`src/rtl/rv32_pipe_pkg.sv`:
```
// Shared definitions for the RV32IM pipeline front end: data width, reset
// defaults and the fetch-stage enums.
package rv32_pipe_pkg;

    localparam int unsigned XLEN = 32;

    localparam logic [XLEN-1:0] DEF_RESET_VECTOR = 32'h0000_0000;
    localparam logic [XLEN-1:0] DEF_NOP_INSTR    = 32'h0000_0013;  // addi x0,x0,0
    localparam logic [XLEN-1:0] PC_STEP          = 32'h0000_0004;
    localparam logic [XLEN-1:0] PC_ALIGN_MASK    = 32'hFFFF_FFFC;

    // Fetch FSM: FETCH issues real reads, DISCARD waits out a wrong-path read
    typedef enum logic [0:0] {
        FETCH   = 1'b0,
        DISCARD = 1'b1
    } fetch_state_e;

    // Next-PC source selector for the pc_register
    typedef enum logic [1:0] {
        PC_HOLD    = 2'd0,
        PC_INC     = 2'd1,
        PC_BRANCH  = 2'd2,
        PC_PENDING = 2'd3
    } pc_sel_e;

    // Force word alignment on an address
    function automatic logic [XLEN-1:0] align_word(input logic [XLEN-1:0] addr);
        return addr & PC_ALIGN_MASK;
    endfunction

endpackage

```
`src/rtl/if_fetch_unit_pc_register.sv`:
```
// Program-counter register with its next-PC mux. Exposes the current PC and
// PC+4 (modulo 2^32) to the fetch stage.
module pc_register
    import rv32_pipe_pkg::*;
#(
    parameter logic [XLEN-1:0] RESET_VECTOR = DEF_RESET_VECTOR
) (
    input  logic            clk,
    input  logic            reset,
    input  pc_sel_e         pc_sel,
    input  logic [XLEN-1:0] branch_target,
    input  logic [XLEN-1:0] pending_target,
    output logic [XLEN-1:0] pc_reg,
    output logic [XLEN-1:0] pc_reg_plus_4
);

    logic [XLEN-1:0] pc_q;
    logic [XLEN-1:0] pc_d;
    logic [XLEN-1:0] pc_inc_s;

    assign pc_inc_s = pc_q + PC_STEP;

    // Select the next PC: hold, sequential step, fresh redirect or deferred redirect
    always_comb begin
        pc_d = pc_q;
        case (pc_sel)
            PC_HOLD:    pc_d = pc_q;
            PC_INC:     pc_d = pc_inc_s;
            PC_BRANCH:  pc_d = align_word(branch_target);
            PC_PENDING: pc_d = align_word(pending_target);
            default:    pc_d = pc_q;
        endcase
    end

    // PC state register with synchronous reset to the reset vector
    always_ff @(posedge clk) begin
        if (reset) begin
            pc_q <= RESET_VECTOR;
        end else begin
            pc_q <= pc_d;
        end
    end

    assign pc_reg        = pc_q;
    assign pc_reg_plus_4 = pc_inc_s;

endmodule

```
`src/rtl/if_fetch_unit.sv`:
```
// Instruction-fetch stage: owns the PC, issues reads to a multi-cycle
// instruction memory, and presents registered INSTRUCTION/PC/PC_PLUS_4 to the
// IF/ID register. Stalls hold the outputs; redirects flush and, when a read
// is already in flight, wait it out in DISCARD before fetching the target.
module if_fetch_unit
    import rv32_pipe_pkg::*;
#(
    parameter logic [XLEN-1:0] RESET_VECTOR = DEF_RESET_VECTOR,
    parameter logic [XLEN-1:0] NOP_INSTR    = DEF_NOP_INSTR
) (
    input  logic            CLK,
    input  logic            RESET,
    input  logic            STALL,
    input  logic            BRANCH_TAKEN,
    input  logic [XLEN-1:0] BRANCH_TARGET,
    output logic            IMEM_READ,
    output logic [XLEN-1:0] IMEM_ADDRESS,
    input  logic [XLEN-1:0] IMEM_READDATA,
    input  logic            IMEM_BUSY,
    output logic [XLEN-1:0] INSTRUCTION,
    output logic [XLEN-1:0] PC,
    output logic [XLEN-1:0] PC_PLUS_4,
    output logic            FETCH_VALID
);

    fetch_state_e    state_q;
    fetch_state_e    state_d;
    logic [XLEN-1:0] pending_target_q;
    logic [XLEN-1:0] pending_target_d;
    pc_sel_e         pc_sel_s;

    logic [XLEN-1:0] pc_reg_s;
    logic [XLEN-1:0] pc_reg_plus_4_s;

    logic [XLEN-1:0] instr_q;
    logic [XLEN-1:0] instr_d;
    logic [XLEN-1:0] pc_out_q;
    logic [XLEN-1:0] pc_out_d;
    logic [XLEN-1:0] pc_plus_4_q;
    logic [XLEN-1:0] pc_plus_4_d;
    logic            valid_q;
    logic            valid_d;

    pc_register #(
        .RESET_VECTOR (RESET_VECTOR)
    ) u_pc_register (
        .clk            (CLK),
        .reset          (RESET),
        .pc_sel         (pc_sel_s),
        .branch_target  (BRANCH_TARGET),
        .pending_target (pending_target_q),
        .pc_reg         (pc_reg_s),
        .pc_reg_plus_4  (pc_reg_plus_4_s)
    );

    // The read is always outstanding outside reset; the address only moves
    // on completion or an unblocked redirect, so it is stable while busy
    assign IMEM_READ    = ~RESET;
    assign IMEM_ADDRESS = pc_reg_s;

    // FSM state and deferred-redirect target register
    always_ff @(posedge CLK) begin
        if (RESET) begin
            state_q          <= FETCH;
            pending_target_q <= 32'h0000_0000;
        end else begin
            state_q          <= state_d;
            pending_target_q <= pending_target_d;
        end
    end

    // Next-state logic: FSM transition, pending target and next-PC source
    always_comb begin
        state_d          = state_q;
        pending_target_d = pending_target_q;
        pc_sel_s         = PC_HOLD;
        case (state_q)
            FETCH: begin
                if (BRANCH_TAKEN) begin
                    if (IMEM_BUSY) begin
                        // Read in flight: keep the address, remember the target
                        pending_target_d = align_word(BRANCH_TARGET);
                        state_d          = DISCARD;
                    end else begin
                        pc_sel_s = PC_BRANCH;
                    end
                end else if (!IMEM_BUSY && !STALL) begin
                    pc_sel_s = PC_INC;
                end else begin
                    pc_sel_s = PC_HOLD;
                end
            end
            DISCARD: begin
                if (BRANCH_TAKEN) begin
                    // Latest redirect wins
                    pending_target_d = align_word(BRANCH_TARGET);
                    if (!IMEM_BUSY) begin
                        pc_sel_s = PC_BRANCH;
                        state_d  = FETCH;
                    end else begin
                        state_d = DISCARD;
                    end
                end else if (!IMEM_BUSY) begin
                    // Wrong-path read done: drop the data, fetch the target.
                    // Taken even under stall so FETCH never resumes on the old path.
                    pc_sel_s = PC_PENDING;
                    state_d  = FETCH;
                end else begin
                    state_d = DISCARD;
                end
            end
            default: begin
                state_d  = FETCH;
                pc_sel_s = PC_HOLD;
            end
        endcase
    end

    // Output logic: flush on redirect, hold on stall, capture on completion,
    // otherwise present a bubble with PC/PC_PLUS_4 held
    always_comb begin
        instr_d     = instr_q;
        pc_out_d    = pc_out_q;
        pc_plus_4_d = pc_plus_4_q;
        valid_d     = valid_q;
        if (BRANCH_TAKEN) begin
            instr_d = NOP_INSTR;
            valid_d = 1'b0;
        end else if (STALL) begin
            instr_d = instr_q;
            valid_d = valid_q;
        end else if ((state_q == FETCH) && !IMEM_BUSY) begin
            instr_d     = IMEM_READDATA;
            pc_out_d    = pc_reg_s;
            pc_plus_4_d = pc_reg_plus_4_s;
            valid_d     = 1'b1;
        end else begin
            instr_d = NOP_INSTR;
            valid_d = 1'b0;
        end
    end

    // IF/ID-facing output registers
    always_ff @(posedge CLK) begin
        if (RESET) begin
            instr_q     <= NOP_INSTR;
            pc_out_q    <= 32'h0000_0000;
            pc_plus_4_q <= 32'h0000_0000;
            valid_q     <= 1'b0;
        end else begin
            instr_q     <= instr_d;
            pc_out_q    <= pc_out_d;
            pc_plus_4_q <= pc_plus_4_d;
            valid_q     <= valid_d;
        end
    end

    assign INSTRUCTION = instr_q;
    assign PC          = pc_out_q;
    assign PC_PLUS_4   = pc_plus_4_q;
    assign FETCH_VALID = valid_q;

endmodule

```
`config.mk`:
```
export PLATFORM = sky130hd
export DESIGN_NAME = if_fetch_unit
export DESIGN_NICKNAME = d
export VERILOG_FILES = /design/src/rtl/rv32_pipe_pkg.sv /design/src/rtl/if_fetch_unit_pc_register.sv /design/src/rtl/if_fetch_unit.sv
export SDC_FILE = /design/constraint.sdc
export NUM_CORES = 1
export LEC_CHECK = 0
export ABC_CLOCK_PERIOD_IN_PS = 3600
export BUFFER_PORTS_ARGS = -buffer_cell sky130_fd_sc_hd__buf_2
export CORE_MARGIN = 1.5
export CORE_UTILIZATION = 30
export DETAILED_ROUTE_END_ITERATION = 8
export PLACE_DENSITY = 0.5
export SLEW_MARGIN = 40
export SYNTH_ARGS = -nofsm -noshare
export SYNTH_HDL_FRONTEND = slang
export SYNTH_SLANG_ARGS = --single-unit
```
`constraint.sdc`:
```
create_clock -name CLK -period 3.6 [get_ports CLK]
set_input_delay 0 -clock CLK [delete_from_list [all_inputs] [get_ports CLK]]
set_output_delay 0 -clock CLK [all_outputs]
set_load 0.1 [all_outputs]
```
# Yosys cells after proc, flatten, opt, wreduce, memory -nomap -nowiden

Index checks and enable logic that the tools add are counted.
W data, S select, Z words.

Multiplexer cells: 16
Reduce and logical (&&, ||, !) cells: 8
Add/subtract/negate cells: 1
Bitwise gates (word level): 4
Equality and inequality tests: 6

Operators with widths:

| kind                    | number |
|---|---|
| $mux W32                | 4 |
| $pmux W32 S3            | 1 |
| $pmux W32 S2            | 1 |
| $add A32 B3 Y32 const B | 1 |
| $mux W2                 | 4 |
| $ne A2 B2 Y1 const B    | 3 |
| $reduce_and A3 Y1       | 2 |
| $eq A2 B2 Y1 const B    | 2 |
| $mux W1                 | 4 |
| $not A1 Y1              | 4 |
| $pmux W2 S2             | 1 |
| $eq A2 B1 Y1 const B    | 1 |
| $logic_and A1 B1 Y1     | 2 |
| $logic_not A1 Y1        | 2 |
| $logic_not A2 Y1        | 1 |
| $pmux W1 S2             | 1 |
| $reduce_or A2 Y1        | 1 |

Flip-flop bits (word level): 162
Output and inout port bits: 130
Word-level logic and storage cells: 42
Input port bits: 69

# Logic depth before layout (Yosys ltp)

Gate-level depths: netlist of the first run.

Depth after elaboration: 7
Gate-level depth with buffers: 7

# By module

Synthesis of the first run repeated with hierarchy kept, for this count alone.

Cell total of the unflattened synthesis: 838
Area, all modules: 8,169.1 µm²

By module, submodules not included:

| module        | seq. area each (µm²) | cells an instance | area an instance (µm²) | instances |
|---|---|---|---|---|
| if_fetch_unit | 2,562.5              | 499               | 5,322.6                | 1 |
| pc_register   | 600.6                | 339               | 2,846.5                | 1 |

# Worst setup path before layout of the first run

Ideal clock, no wire load.

Path type: register -> register
From: reg u_pc_register.pc_q[2] (netlist: u_pc_register.pc_reg[2])
To: reg pc_plus_4_q[30] (netlist: PC_PLUS_4[30])
Arrival: 2,599 ps
Stages on the path, launching flop included: 7
Period minus slack after synthesis: 2,677 ps
Path slack: 923 ps
Required time: 3,522 ps
Path through: dfxtp_1 > ha_1 > nand3_1 > nor4_4 > nand3_1 > and3_1 > nor3_1

Cells in the longest elaborated chain, start to end: 1

RTL lines:

| what                   | RTL line                        | text |
|---|---|---|
| start, declared        | if_fetch_unit_pc_register.sv:17 | `logic [XLEN-1:0] pc_q;` |
| start signal, assigned | if_fetch_unit_pc_register.sv:40 | `pc_q <= pc_d;` |
| $add A32 B3 Y32        | if_fetch_unit_pc_register.sv:21 | `assign pc_inc_s = pc_q + PC_STEP;` |
| end signal, assigned   | if_fetch_unit.sv:153            | `pc_plus_4_q <= pc_plus_4_d;` |
| end, declared          | if_fetch_unit.sv:39             | `logic [XLEN-1:0] pc_plus_4_q;` |

No other way between the ends.
A chain may end at the register's enable or synchronous reset.

# Final worst setup path of the first run

From: reg u_pc_register.pc_q[3] (netlist: u_pc_register.pc_reg[3])
To: reg pc_plus_4_q[30] (netlist: PC_PLUS_4[30])

The elaborated chain is that of the path after synthesis.

==> flow_summary.toml, run 1 <==
[worst_setup_path]
required_ps = 3950
path_common_cell = "nand3_1"
path_buf_inv = 0
regToRegEndpoint = "PC_PLUS_4[30]"
slowest_delay_ps = 570
worstPathArrival_ps = 2760
r2r-start = "u_pc_register.pc_reg[3]"
cp_num_cells = 6
critPathLaunchType = "flip-flop"
reg2reg_slack_ps = 1190
crit_path_end = "PC_PLUS_4[30]"
critPathTopFamily = "simple AND/OR/NAND/NOR gates"
critPathKind = "flip-flop to flip-flop"
crit_chain = "ha_1, nand3_1, nor4_4, nand3_1, and3_1, nor3_1"
end_kind = "flip-flop"
critical_path.max_fanout = 8
crit_start = "u_pc_register.pc_reg[3]"
ff2ff_path_depth = 6
slowest_stage = "nor4_4"

[synth]
yosys.area_share.adder_pct = 0.187
ys_seq_elements = 154
synthArstFlopShare_pct = 0
synth_top_family_by_area = "compound AO/OA/AOI/OAI gates"
synth-simple-area-share_pct = 22.2
synthMuxAreaShare_pct = 0
syn_inst = 828
synth_compound_area_share_pct = 22.8
post_synth.cell_area_avg_um2 = 8.08
yosys_warnings = 0
ys_types = 58
synth_ff_type = "dfxtp_1"
seq_area_frac_synth_pct = 46.1
synth_area_um2 = 6690
synth_edf_count = 0
synth_xor_area_share_pct = 3.14

[timing]
rsz0062_at_grt = "false"
final.setup_skew_ps = 10.7
tns_ps = 0
setup_violations = 0
period_needed_ps = 2410
tightest_slew_ps = 794
drv_slew = 0
holdWs_ps = 156
final-hold-violation-count = 0
relSlewSlack_pct = 47.1
period_share_pct = 67.0
max_freq_mhz = 415

[layout]
drive_above_1_share_pct = 23.7
final_nets = 1108
final_cell_area_um2 = 9020
final_common_cell = "buf_2"
syn_to_final_growth_pct = 34.8
fill_cells = 2312
largest_reg_flops = 32
layout_common_cells = "189 x buf_2, 154 x dfxtp_1, 153 x nand2_1"

[route]
antenna_left = 0
vias = 6633
via_per_inst = 4.98
routedWlPerCell_um = 16.5
drtPass1Iterations = 5
drt_iter0_drc = 455
drc = 0
routed_wl_mm = 22.0

[clock_network]
postCtsSetupBuffers = 0
clockBufferDepth = 2
clkSlewWorstSetupHoldPaths_ps = 60
numCtsBuffers = 17
clock_latency_ps = 430
cts_max_level = 4
cts-root-buf = "clkbuf_16"
cts_tree = "yes"
hold_buffers = 62
cts_sinks = 154
ctsResizeCount = 0

[grt]
grt_pass1_vias = 6293
gr-total-overflow = 0
grt_max_degree = 100
grt_pass1_wl_mm = 35.1
antenna_found_initial = 1
grtUsageTotal_pct = 18.9

[floorplan]
core_area_um2 = 21800
fp.dieH_um = 152
start_util_pct = 30.7
placementRows = 54
die_area_um2 = 23200
die-width_um = 152
ios = 199

[placed_design]
place.gp.congestion = 0.762
placed_area_um2 = 7780
hpwl_mm = 14.5
io_buffers = 190

[run]
drv_cap = 0

[pwr]
leakagePower_nw = 3.71
irDropWorstVdd_v = 0.000275
p_per_area_nw_per_um2 = 500

[hold_path]
hold_path.class = "input pin to flip-flop"

[run_status]
outcome = "completed"
[power by group]
part / switching [mW] / internal [mW]
Sequential: 0.0718 / 1.77
Combinational: 0.596 / 0.192
Clock: 0.763 / 1.12
[kinds of logic (layout without fill, tap and decap cells)]
kind of cell | after synthesis | after routing
AOI/OAI and AO/OA | 252 | 252
xor gates and xnor gates | 24 | 24
adders and majority gates | 1 | 1
buffers and inverters | 85 | 303
DFF | 154 | 154
other | 1 | 7
and+or+nand+nor | 311 | 311
[worst min-delay path by stage]
stage	from	to	slack [ps]	cells after the start
global route	IMEM_BUSY	state_q	180	2
floorplan	BRANCH_TARGET[12]	pending_target_q[12]	140	2
global placement	IMEM_READDATA[27]	INSTRUCTION[27]	230	3
finish	IMEM_BUSY	state_q	160	2
detailed placement	IMEM_READDATA[4]	INSTRUCTION[4]	240	3
CTS	IMEM_BUSY	state_q	140	2
[per-layer routing]
| metal | share of wire, % | vias to the layer above | track usage, % |
|---|---|---|---|
| li1 | - | 3327 | - |
| met1 | 47 | 3057 | 26.3 |
| met2 | 44 | 222 | 28.8 |
| met3 | 6.4 | 27 | 4.29 |
| met4 | 1.8 | 0 | 6.33 |
| met5 | 0 | - | 0 |
[final cells by class]
cell class,instances,area (µm²),share of cell area (%)
Clock inverter,13,168,1.86
Timing Repair Buffer,264,1680,18.6
Sequential cell,154,3080,34.2
Clock buffer,19,443,4.91
Multi-Input combinational cell,594,3270,36.3
Inverter,7,26.3,0.291
Antenna cell,1,2.50,0.0277
Tap cell,280,350,3.88
[synth_stat cells, types with 11 or more instances]
cell | instances | area [µm²]
buf_2 | 16 | 80.1
nor2_1 | 75 | 282
clkbuf_1 | 49 | 184
o21ai_0 | 45 | 225
dfxtp_1 | 154 | 3080
a22oi_1 | 36 | 270
a21oi_1 | 110 | 551
xnor2_1 | 12 | 105
nor3_1 | 11 | 55.1
xor2_1 | 12 | 105
nand2_1 | 153 | 574
[through the flow]
stage / cells / setup slack, ps / util (%) / total power, mW
after floorplan: 833 / 923 / - / 2.45
after global placement: 1237 / 1270 / 35.7 / 2.61
after detailed placement: 1237 / 1170 / 35.7 / 2.62
after CTS: 1331 / 1160 / 41.3 / 4.56
after global routing: 1332 / 935 / 41.3 / 4.68
final: 1332 / 1190 / 41.3 / 4.51
(Power assumes the default switching activity.)
==> inputs of run 2 (changes only) <==
--- a/config.mk
+++ b/config.mk
@@ -5,7 +5,7 @@
 export SDC_FILE = /design/constraint.sdc
 export NUM_CORES = 1
 export LEC_CHECK = 0
-export ABC_CLOCK_PERIOD_IN_PS = 3600
+export ABC_CLOCK_PERIOD_IN_PS = 2500
 export BUFFER_PORTS_ARGS = -buffer_cell sky130_fd_sc_hd__buf_2
 export CORE_MARGIN = 1.5
 export CORE_UTILIZATION = 30
==> constraint.sdc (replaced) <==
create_clock -name CLK -period 2.5 [get_ports CLK]
set_input_delay 0 -clock CLK [delete_from_list [all_inputs] [get_ports CLK]]
set_output_delay 0 -clock CLK [all_outputs]
set_load 0.1 [all_outputs]
==> flow_summary.toml, run 2 (synthesis gave the netlist of run 1 again) <==
[run_status]
outcome = "completed"

[timing]
final-hold-violation-count = 0
max_freq_mhz = 458
period_share_pct = 87.4
tns_ps = 0
final.setup_skew_ps = 10.5
relSlewSlack_pct = 58.2
rsz0062_at_grt = "false"
tightest_slew_ps = 627
setup_violations = 0
period_needed_ps = 2190
drv_slew = 0

[layout]
final_nets = 1123
largest_reg_flops = 32
regArea_um2 = 3100
fill_cells = 2281
syn_to_final_growth_pct = 36.8
layout_common_cells = "189 x buf_2, 153 x nand2_1, 143 x dfxtp_1"
final_cell_area_um2 = 9150
multi_input_area_um2 = 3280
drive_above_1_share_pct = 25.4
final_common_cell = "buf_2"

[worst_setup_path]
crit_chain = "ha_1, nand3_1, nor4_4, nand3_1, and3_1, nor3_1"
worstPathArrival_ps = 2540
critPathLaunchType = "flip-flop"
cp_num_cells = 6
end_kind = "flip-flop"
critPathKind = "flip-flop to flip-flop"
critical_path.max_fanout = 8
critPathTopFamily = "simple AND/OR/NAND/NOR gates"
slowest_stage = "nor4_4"
path_buf_inv = 0
ff2ff_path_depth = 6
required_ps = 2860
path_common_cell = "nand3_1"
slowest_delay_ps = 540

[grt]
grtUsageTotal_pct = 18.6
antenna_found_initial = 1
grt_max_degree = 100
grt_pass1_wl_mm = 34.8
gr-total-overflow = 0
grt_pass1_vias = 6287

[route]
drc = 0
routed_wl_mm = 21.9
antenna_left = 0
routedWlPerCell_um = 16.3
drt_iter0_drc = 420
via_per_inst = 4.92
drtPass1Iterations = 5
vias = 6626

[floorplan]
die_area_um2 = 23200
placementRows = 54
fp.dieH_um = 152
ios = 199
die-width_um = 152
core_area_um2 = 21800
start_util_pct = 30.7

[clock_network]
postCtsSetupBuffers = 0
cts_tree = "yes"
clockBufferDepth = 2
clkSlewWorstSetupHoldPaths_ps = 70
numCtsBuffers = 17
cts-root-buf = "clkbuf_16"
cts_max_level = 4
clock_latency_ps = 430
cts_sinks = 154

[hold_path]
min_path_cells = 3
hold_path.class = "input pin to flip-flop"

[placed_design]
io_buffers = 190
placed_area_um2 = 7880
hpwl_mm = 14.8
place.gp.congestion = 0.751

[pwr]
irDropWorstVdd_v = 0.000405
leakagePower_nw = 3.80
p_per_area_nw_per_um2 = 694

[run]
drv_cap = 0
==> run 2: cell types whose count changed in the layout (fill, tap and decap cells not counted), moves of 2 or more <==
cell | before | now
dfxtp_2 | 0 | 11
clkbuf_8 | 1 | 3
dlygate4sd3_1 | 62 | 68
dfxtp_1 | 154 | 143
bufinv_16 | 3 | 1
buf_4 | 12 | 20
==> run 2: per-stage QoR <==
| stage | instances | setup slack, ps | hold WS, ps | power, mW | utilization, % |
|---|---|---|---|---|---|
| after floorplan | 833 | 8.45 | 136 | 3.53 | - |
| after global placement | 1246 | 378 | 225 | 3.77 | 36.1 |
| after detailed placement | 1246 | 312 | 230 | 3.78 | 36.1 |
| after CTS | 1346 | 154 | 25.3 | 6.43 | 41.9 |
| after global routing | 1347 | 155 | 66.7 | 6.61 | 41.9 |
| final | 1347 | 315 | 36.5 | 6.35 | 41.9 |
==> run 2: layer usage <==
layer  share of wire [%]  vias up  global-route usage, %
li1                    -     3351                      -
met1                  48     3059                   26.1
met2                  45      205                   28.2
met3                 6.2       11                   5.12
met4                0.76        0                   4.39
met5                   0        -                      0
==> run 2: final timing paths <==
path / from / endpoint / slack, ps
worst max-delay path: u_pc_register.pc_reg[2] / PC_PLUS_4[30] / 310
worst min-delay path: BRANCH_TAKEN / state_q / 40
worst max register to register: u_pc_register.pc_reg[2] / PC_PLUS_4[30] / 310
worst min register to register: PC[19] / PC[19] / 450
==> run 2: final cells by class <==
cell class              count  area share, %
multi-input cells         594           35.8
flip-flops and latches    154           33.8
repair buffers            279           19.8
clock buffers              20           5.10
well taps                 280           3.83
clock inverters            12           1.24
inverters                   7          0.287
diodes                      1         0.0273
==> run 2: power breakdown <==
group,switching [mW],leakage (nW),internal [mW]
Sequential,0.100,1.26,2.55
Clock,1.09,0.287,1.46
Combinational,0.865,2.25,0.291
Total,2.05,3.80,4.30
==> run 2: repair_timing <==
| item | CTS | global route |
|---|---|---|
| setup endpoints to repair | 0 | 1 |
| hold endpoints to repair | 76 | 0 |
| gates resized for setup | 0 | 1 |
| hold buffers | 68 | 0 |
==> run 2: worst min-delay path, cell delays in order <==
cell	delay (ps)
buf_2	140
nor2_1	100
nor3b_1	170
